File: src/rtl/interrupt_sequencer.sv
// Interrupt/BRK/reset entry sequencer: pushes PCH, PCL and P,
// then fetches the vector into the PC over a 7-cycle bus takeover.
module interrupt_sequencer #(
  parameter logic [15:0] VEC_NMI    = 16'hFFFA,
  parameter logic [15:0] VEC_RESET  = 16'hFFFC,
  parameter logic [15:0] VEC_IRQ    = 16'hFFFE,
  parameter logic [7:0]  STACK_PAGE = 8'h01
) (
  input  logic        clk,
  input  logic        reset,
  input  logic        cpu_en,
  input  logic        req,
  input  logic [1:0]  src,
  input  logic [15:0] pc_in,
  input  logic [7:0]  p_in,
  input  logic [7:0]  s_in,
  input  logic [7:0]  rdata,
  output logic        busy,
  output logic        done,
  output logic [15:0] addr,
  output logic [7:0]  wdata,
  output logic        we,
  output logic [7:0]  s_out,
  output logic        s_write,
  output logic        set_i,
  output logic        pcl_write,
  output logic        pch_write,
  output logic [7:0]  pc_wd
);

  localparam logic [1:0] SRC_BRK = 2'd1;
  localparam logic [1:0] SRC_NMI = 2'd2;
  localparam logic [1:0] SRC_RST = 2'd3;

  typedef enum logic [2:0] {
    IDLE, DUMMY1, DUMMY2, PUSH_PCH,
    PUSH_PCL, PUSH_P, VEC_LO, VEC_HI
  } state_t;

  state_t      state_q, state_d, nxt;
  logic [1:0]  src_q, src_d;
  logic [15:0] pc_q, pc_d;
  logic [7:0]  p_q, p_d;
  logic [7:0]  s_q, s_d;
  logic [15:0] vec;
  logic        push;

  always_ff @(posedge clk) begin
    if (reset) begin
      state_q <= IDLE;
      src_q   <= '0;
      pc_q    <= '0;
      p_q     <= '0;
      s_q     <= '0;
    end else begin
      state_q <= state_d;
      src_q   <= src_d;
      pc_q    <= pc_d;
      p_q     <= p_d;
      s_q     <= s_d;
    end
  end

  always_comb begin
    vec = VEC_IRQ;
    if (src_q == SRC_RST)
      vec = VEC_RESET;
    else if (src_q == SRC_NMI)
      vec = VEC_NMI;
  end

  always_comb begin
    state_d   = state_q;
    src_d     = src_q;
    pc_d      = pc_q;
    p_d       = p_q;
    s_d       = s_q;
    nxt       = IDLE;
    push      = 1'b0;
    busy      = (state_q != IDLE);
    done      = 1'b0;
    addr      = '0;
    wdata     = '0;
    we        = 1'b0;
    s_out     = '0;
    s_write   = 1'b0;
    set_i     = 1'b0;
    pcl_write = 1'b0;
    pch_write = 1'b0;
    pc_wd     = '0;
    unique case (state_q)
      IDLE: begin
        if (cpu_en && req) begin
          src_d   = src;
          pc_d    = pc_in;
          p_d     = p_in;
          s_d     = s_in;
          state_d = DUMMY1;
        end
      end
      DUMMY1: begin
        addr = pc_q;
        nxt  = DUMMY2;
      end
      DUMMY2: begin
        addr = pc_q;
        nxt  = PUSH_PCH;
      end
      PUSH_PCH: begin
        wdata = pc_q[15:8];
        push  = 1'b1;
        nxt   = PUSH_PCL;
      end
      PUSH_PCL: begin
        wdata = pc_q[7:0];
        push  = 1'b1;
        nxt   = PUSH_P;
      end
      PUSH_P: begin
        wdata = {p_q[7:6], 1'b1,
                 (src_q == SRC_BRK), p_q[3:0]};
        push  = 1'b1;
        nxt   = VEC_LO;
      end
      VEC_LO: begin
        addr      = vec;
        pc_wd     = rdata;
        pcl_write = cpu_en;
        set_i     = cpu_en;
        nxt       = VEC_HI;
      end
      VEC_HI: begin
        addr      = vec + 16'd1;
        pc_wd     = rdata;
        pch_write = cpu_en;
        done      = cpu_en;
        nxt       = IDLE;
      end
    endcase
    // Stack pushes only commit on enabled cycles, so stalls never
    // repeat a write or skip a decrement.
    if (push) begin
      addr    = {STACK_PAGE, s_q};
      s_out   = s_q - 8'd1;
      we      = cpu_en && (src_q != SRC_RST);
      s_write = cpu_en;
      if (cpu_en)
        s_d = s_q - 8'd1;
    end
    if (state_q != IDLE && cpu_en)
      state_d = nxt;
  end

endmodule

File: config.mk
export PLATFORM = sky130hd
export DESIGN_NAME = interrupt_sequencer
export DESIGN_NICKNAME = d
export VERILOG_FILES = /design/src/rtl/interrupt_sequencer.sv
export SDC_FILE = /design/constraint.sdc
export NUM_CORES = 1
export LEC_CHECK = 0
export BUFFER_PORTS_ARGS = -buffer_cell sky130_fd_sc_hd__buf_2
export CAP_MARGIN = 0
export CORE_ASPECT_RATIO = 0.9
export CORE_MARGIN = 1
export CORE_UTILIZATION = 43
export DETAILED_ROUTE_END_ITERATION = 10
export PLACE_DENSITY = 0.86
export SLEW_MARGIN = 20
export SYNTH_ARGS = -nofsm -noshare
export SYNTH_HDL_FRONTEND = slang
export SYNTH_SLANG_ARGS = --single-unit
File: constraint.sdc
create_clock -name clk -period 1.9 [get_ports clk]
set_clock_uncertainty 0.15 [all_clocks]
set_input_delay 0.095 -clock clk [delete_from_list [all_inputs] [get_ports clk]]
set_output_delay 0.095 -clock clk [all_outputs]
set_load 0.02 [all_outputs]
---- Yosys cells after proc, flatten, opt, wreduce, memory -nomap -nowiden ----
Cells that the tools add are included.
word-level totals
  bits in registers ....................... 37
  logic and storage cells ................. 50
  bits of input ports ..................... 46
operators by class
  add/sub/neg operators ................... 2
  mux-type cells .......................... 20
  reduce and logical (&&, ||, !) cells .... 12
  eq/ne operators ......................... 11
operator list
  kind                                               count
  two-way mux 8 bit                                  6
  case mux 16 bit (3 select lines)                   1
  case mux 8 bit (3 select lines)                    1
  case mux 3 bit (6 select lines)                    1
  adder 16 x 1 -> 16 bit (second input constant)     1
  two-way mux 16 bit                                 1
  two-way mux 3 bit                                  5
  == test 3 bit (second input constant)              4
  subtractor 8 x 1 -> 8 bit (second input constant)  1
  == test 3 x 2 -> 1 bit (second input constant)     2
  two-way mux 1 bit                                  5
  == test 2 bit (second input constant)              2
  AND reduction 2 bit                                2
  nonzero test 2 bit                                 2
  OR reduction 2 bit                                 2
  == test 3 x 1 -> 1 bit (second input constant)     1
  logical AND 1 bit                                  3
  zero test 3 bit                                    1
  nonzero test 3 bit                                 1
  OR reduction 3 bit                                 1
  == test 2 x 1 -> 1 bit (second input constant)     1
  inequality test 2 bit (second input constant)      1

---- Depth between registers and ports, before layout ----
  word-level depth ........................ 6
  depth in mapped cells ................... 8

---- Worst setup path before layout ----
Ideal clock, no wire load.
  path type ............................... register to output
  start point ............................. reg state_q[1]
  end point ............................... out addr[5]
  data required time ...................... 1.655 ns
  cell stages (with the launch flop) ...... 9
  slack ................................... -0.185 ns
  buffers on the path ..................... 3
  data arrival time ....................... 1.840 ns
  cells stage by stage .................... dfxtp_1 > ha_1 > buf_2 > or2_1 > buf_2 > and2_0 > buf_2 > nor2_1 > o21ai_0
on the way
  cells in the longest elaborated chain, start to end .. 4
  elaborated cells between the ends (all ways) .. 12
RTL lines
  item                                                                   RTL line  text
  from (decl)                                                            40        state_t state_q, state_d, nxt;
  from (signal assigned)                                                 56        state_q <= state_d;
  == test 3 x 2 -> 1 bit (tied with other cells)                         91        unique case (state_q)
  OR reduction 2 bit (no line) or OR reduction 3 bit (tied branches)     -
  case mux 16 bit (3 select lines) or two-way mux 1 bit (tied branches)  91
  two-way mux 16 bit (*)                                                 142       if (push) begin
  to (decl)                                                              20        output logic [15:0] addr,
Mark *: on every way between the ends. The rest lies on a longest branch, timed or not.

---- Worst setup path in the final report ----
  start point ............................. reg s_q[0]
  end point ............................... out s_out[4]
on the way
  cells in the longest elaborated chain, start to end .. 2
RTL lines
  item                       RTL line  text
  from (decl)                44        logic [7:0] s_q, s_d;
  from (signal assigned)     54        s_q <= '0;
  from (signal assigned)     60        s_q <= s_d;
  subtractor 8 x 1 -> 8 bit  144       s_out = s_q - 8'd1;
  two-way mux 8 bit          142
  to (decl)                  23        output logic [7:0] s_out,
No other way between the ends.

==> flow_metrics.tcl <==
set metrics [dict create \
    synth_edf_count 0 \
    fill_cells 182 \
    port_buffers 90 \
    clk_pin_slew_ps 80 \
    start_util_pct 46.2 \
    crit_fanout 2 \
    gp_congestion 0.907 \
    synth_top_area_share_pct 33.1 \
    status "complete, but fails checks" \
    synth-simple-area-share_pct 32.4 \
    hold_depth 3 \
    dominantRegCellSynth "dfxtp_1" \
    grt_pass1_wl_mm 13.6 \
    cap_violations 0 \
    finalCriticalPeriod_ps 2220 \
    rows 23 \
    violations "negative setup slack" \
    rr_startpoint "state_q[0]" \
    ir_drop_mv 0.593 \
    rr_worst_depth 9 \
    cts_buffer_depth 2 \
    reg2reg_to "state_q[0]" \
    met1_length_mm 3.89 \
    place_hpwl_mm 4.70 \
    netlist_instances 303 \
    drt_first_pass_iters 7 \
    synth_nets 354 \
    drc 0 \
    grt_pass1_vias 2828 \
    wl_met2_mm 5.23 \
    core_um2 4580 \
    antenna_found_initial 1 \
    overflow 0 \
    fin_cells 511 \
    cts-root-buf "clkbuf_8" \
    rrSetupSlack_ps -150 \
    clkSinkCount 35 \
    worstPathRequired_ps 1650 \
    clkLatencyLatePin_ps 300 \
    wirelength_mm 11.2 \
    grtUsageTotal_pct 33.5 \
    synth.area.top_cells "dfxtp_1 (33%), nand2_1 (14%), a21oi_1 (7.8%)" \
    synth_compound_area_share_pct 22.3 \
    worst_slew_pin_slew_ps 718 \
    worstHoldStart "cpu_en" \
    ys_seq_elements 35 \
    hold_violations 0 \
    yosys_warnings 0 \
    p_per_area_nw_per_um2 501 \
    synthMuxAreaShare_pct 0.473 \
    wl_per_cell_um 22.0 \
    avgSynthCellArea_um2 6.98 \
    numCtsBuffers 5 \
    ys_seq_area_share_pct 33.1 \
    fin_ws_ps -317 \
    syn-cell-area_um2 2120 \
    layout-drive-gt1-share_pct 54.1 \
    drtIter0Drc 491 \
    synth_top_family_by_area "simple AND/OR/NAND/NOR gates" \
    via_per_inst 6.34 \
    worstSetupPathType "reg -> out" \
    leakage_nw 1.74 \
    yosys.area_share.adder_pct 2.96 \
    max_freq_mhz 451 \
    htreeDepth 2 \
    top_layer "met5" \
    endpoint_kind "output pin" \
    route.met3.wl_mm 1.13 \
    areaGrowthSynthToFinish_pct 93.6 \
    placedCellCount 457 \
    dieArea_um2 5210 \
    die_width_um 75.9 \
    synth_top_area_cell "dfxtp_1" \
    cp-start-kind "register" \
    async_flop_share_pct 0 \
    grt_max_degree 36 \
    yosysUniqueCellTypes 50 \
    postRouteAntennaNets 0 \
    cts_tree "done" \
    grt_setup_unrepaired "true" \
    finalCritPeriodShare_pct 117 \
    synth_xor_area_share_pct 1.24 \
    cp.arrival_ps 1970 \
    postLayoutCoreUtil_pct 89.5 \
    drv_slew 0 \
    antennaDiodeCount 0 \
    nNetsFinal 499 \
    vias 3239 \
    setup_violations 50 \
    relSlewSlack_pct 52.1 \
    hold_class "in -> reg" \
    die_y_um 68.5 \
    boundaryPins 93 \
    whs_endpoint "state_q[1]" \
]
==> power breakdown <==
part	leakage [nW]	internal [mW]	switching [mW]
logic	1.40	0.300	0.315
clock network	0.0474	0.296	0.311
registers	0.289	0.768	0.0609
total	1.74	1.36	0.687
==> how the worst max path moves through the flow <==
stage / startpoint / end / slack, ps / cells past startpoint
final: s_q[0] / s_out[4] / -320 / 7
after global routing: s_q[0] / s_out[4] / -360 / 7
after global placement: state_q[1] / wdata[3] / -40 / 6
after detailed placement: state_q[1] / wdata[3] / -90 / 6
after CTS: state_q[0] / addr[5] / -180 / 8
after floorplan: state_q[1] / addr[10] / 8 / 8
==> sequential cells by signal, summed over array words and instances (netlist names) <==
register  flops
src_q         2
state_q       3
s_q           8
p_q           6
pc_q         16
==> routing by layer <==
metal / vias to the layer above / global-route usage, %
li1: 1318 / -
met1: 1471 / 36.6
met2: 324 / 64.8
met3: 124 / 6.84
met4: 2 / 15.1
met5: - / 0
==> critical path: stages (launching register included) <==
cell and delay (ps):
dfxtp_4 360, inv_2 70, ha_4 170, buf_4 130
nor3b_1 300, xor2_1 340, and2_4 210, buf_6 110
==> timing repair <==
action                     4_1_cts  5_1_grt
setup endpoints to repair       45       63
cloned                           1        0
hold buffers                    30        0
hold endpoints to repair        30        0
buffers inserted                12        7
resized for setup              117      104
pin swaps                       20       35
==> cells by family after synthesis <==
group / Yosys count
and+or+nand+nor: 149
buffers and inverters: 34
muxes: 1
DFF: 35
AOI/OAI and AO/OA: 76
adders and majority gates: 5
xor gates and xnor gates: 3
==> placed cells by master (no fill, tap or decap), drive strengths merged, types with 3 or more instances in the layout <==
cell         Yosys  routed
nor3             3       3
ha               5       5
and2             6       6
or2              5       5
nand2           79      79
o21ai           10      10
a21oi           33      33
a31oi            3       3
nor2            32      32
inv              7       7
buf             15     135
clkbuf          12       6
dlygate4sd3      0      30
a211oi           5       5
a32oi            3       3
dfxtp           35      35
and3            10      10
o21a             4       4
a22oi            9       9
==> synth_stat cells (2+ instances only) <==
cell	count
a211oi_1	5
a21oi_1	33
a22oi_1	9
a31oi_1	3
a32oi_1	3
and2_1	5
and3_1	10
buf_2	12
buf_4	2
clkbuf_1	11
dfxtp_1	35
ha_1	5
inv_1	6
nand2_1	79
nand3_1	2
nor2_1	31
nor3_2	2
o21a_1	4
o21ai_0	10
or2_1	2
or2_2	3
or3_1	2
xor2_1	2
==> through the flow <==
step / hold WS (ps) / setup slack (ps) / TNS, ps / power [mW] / instance area (µm²)
after floorplan: 81.0 / 8.33 / 0 / 1.01 / 2130
after global placement: 185 / -37.8 / -276 / 1.15 / 2770
after detailed placement: 191 / -85.7 / -727 / 1.16 / 2770
after CTS: 31.6 / -185 / -3320 / 1.87 / 3670
after global routing: 70.3 / -359 / -9700 / 2.11 / 4100
final: 40.9 / -317 / -8010 / 2.05 / 4100
==> final cells by class <==
class                      count  area, µm²  area share (%)
clock buffer                   6       82.6            2.02
clock inverter                 2       16.3           0.397
inverter                       7       41.3            1.01
multi-input combinational    234       1770            43.1
sequential                    35        717            17.5
tap                           62       77.6            1.89
timing repair buffer         165       1390            34.0
No activity file was read; power rests on OpenSTA's default activity.
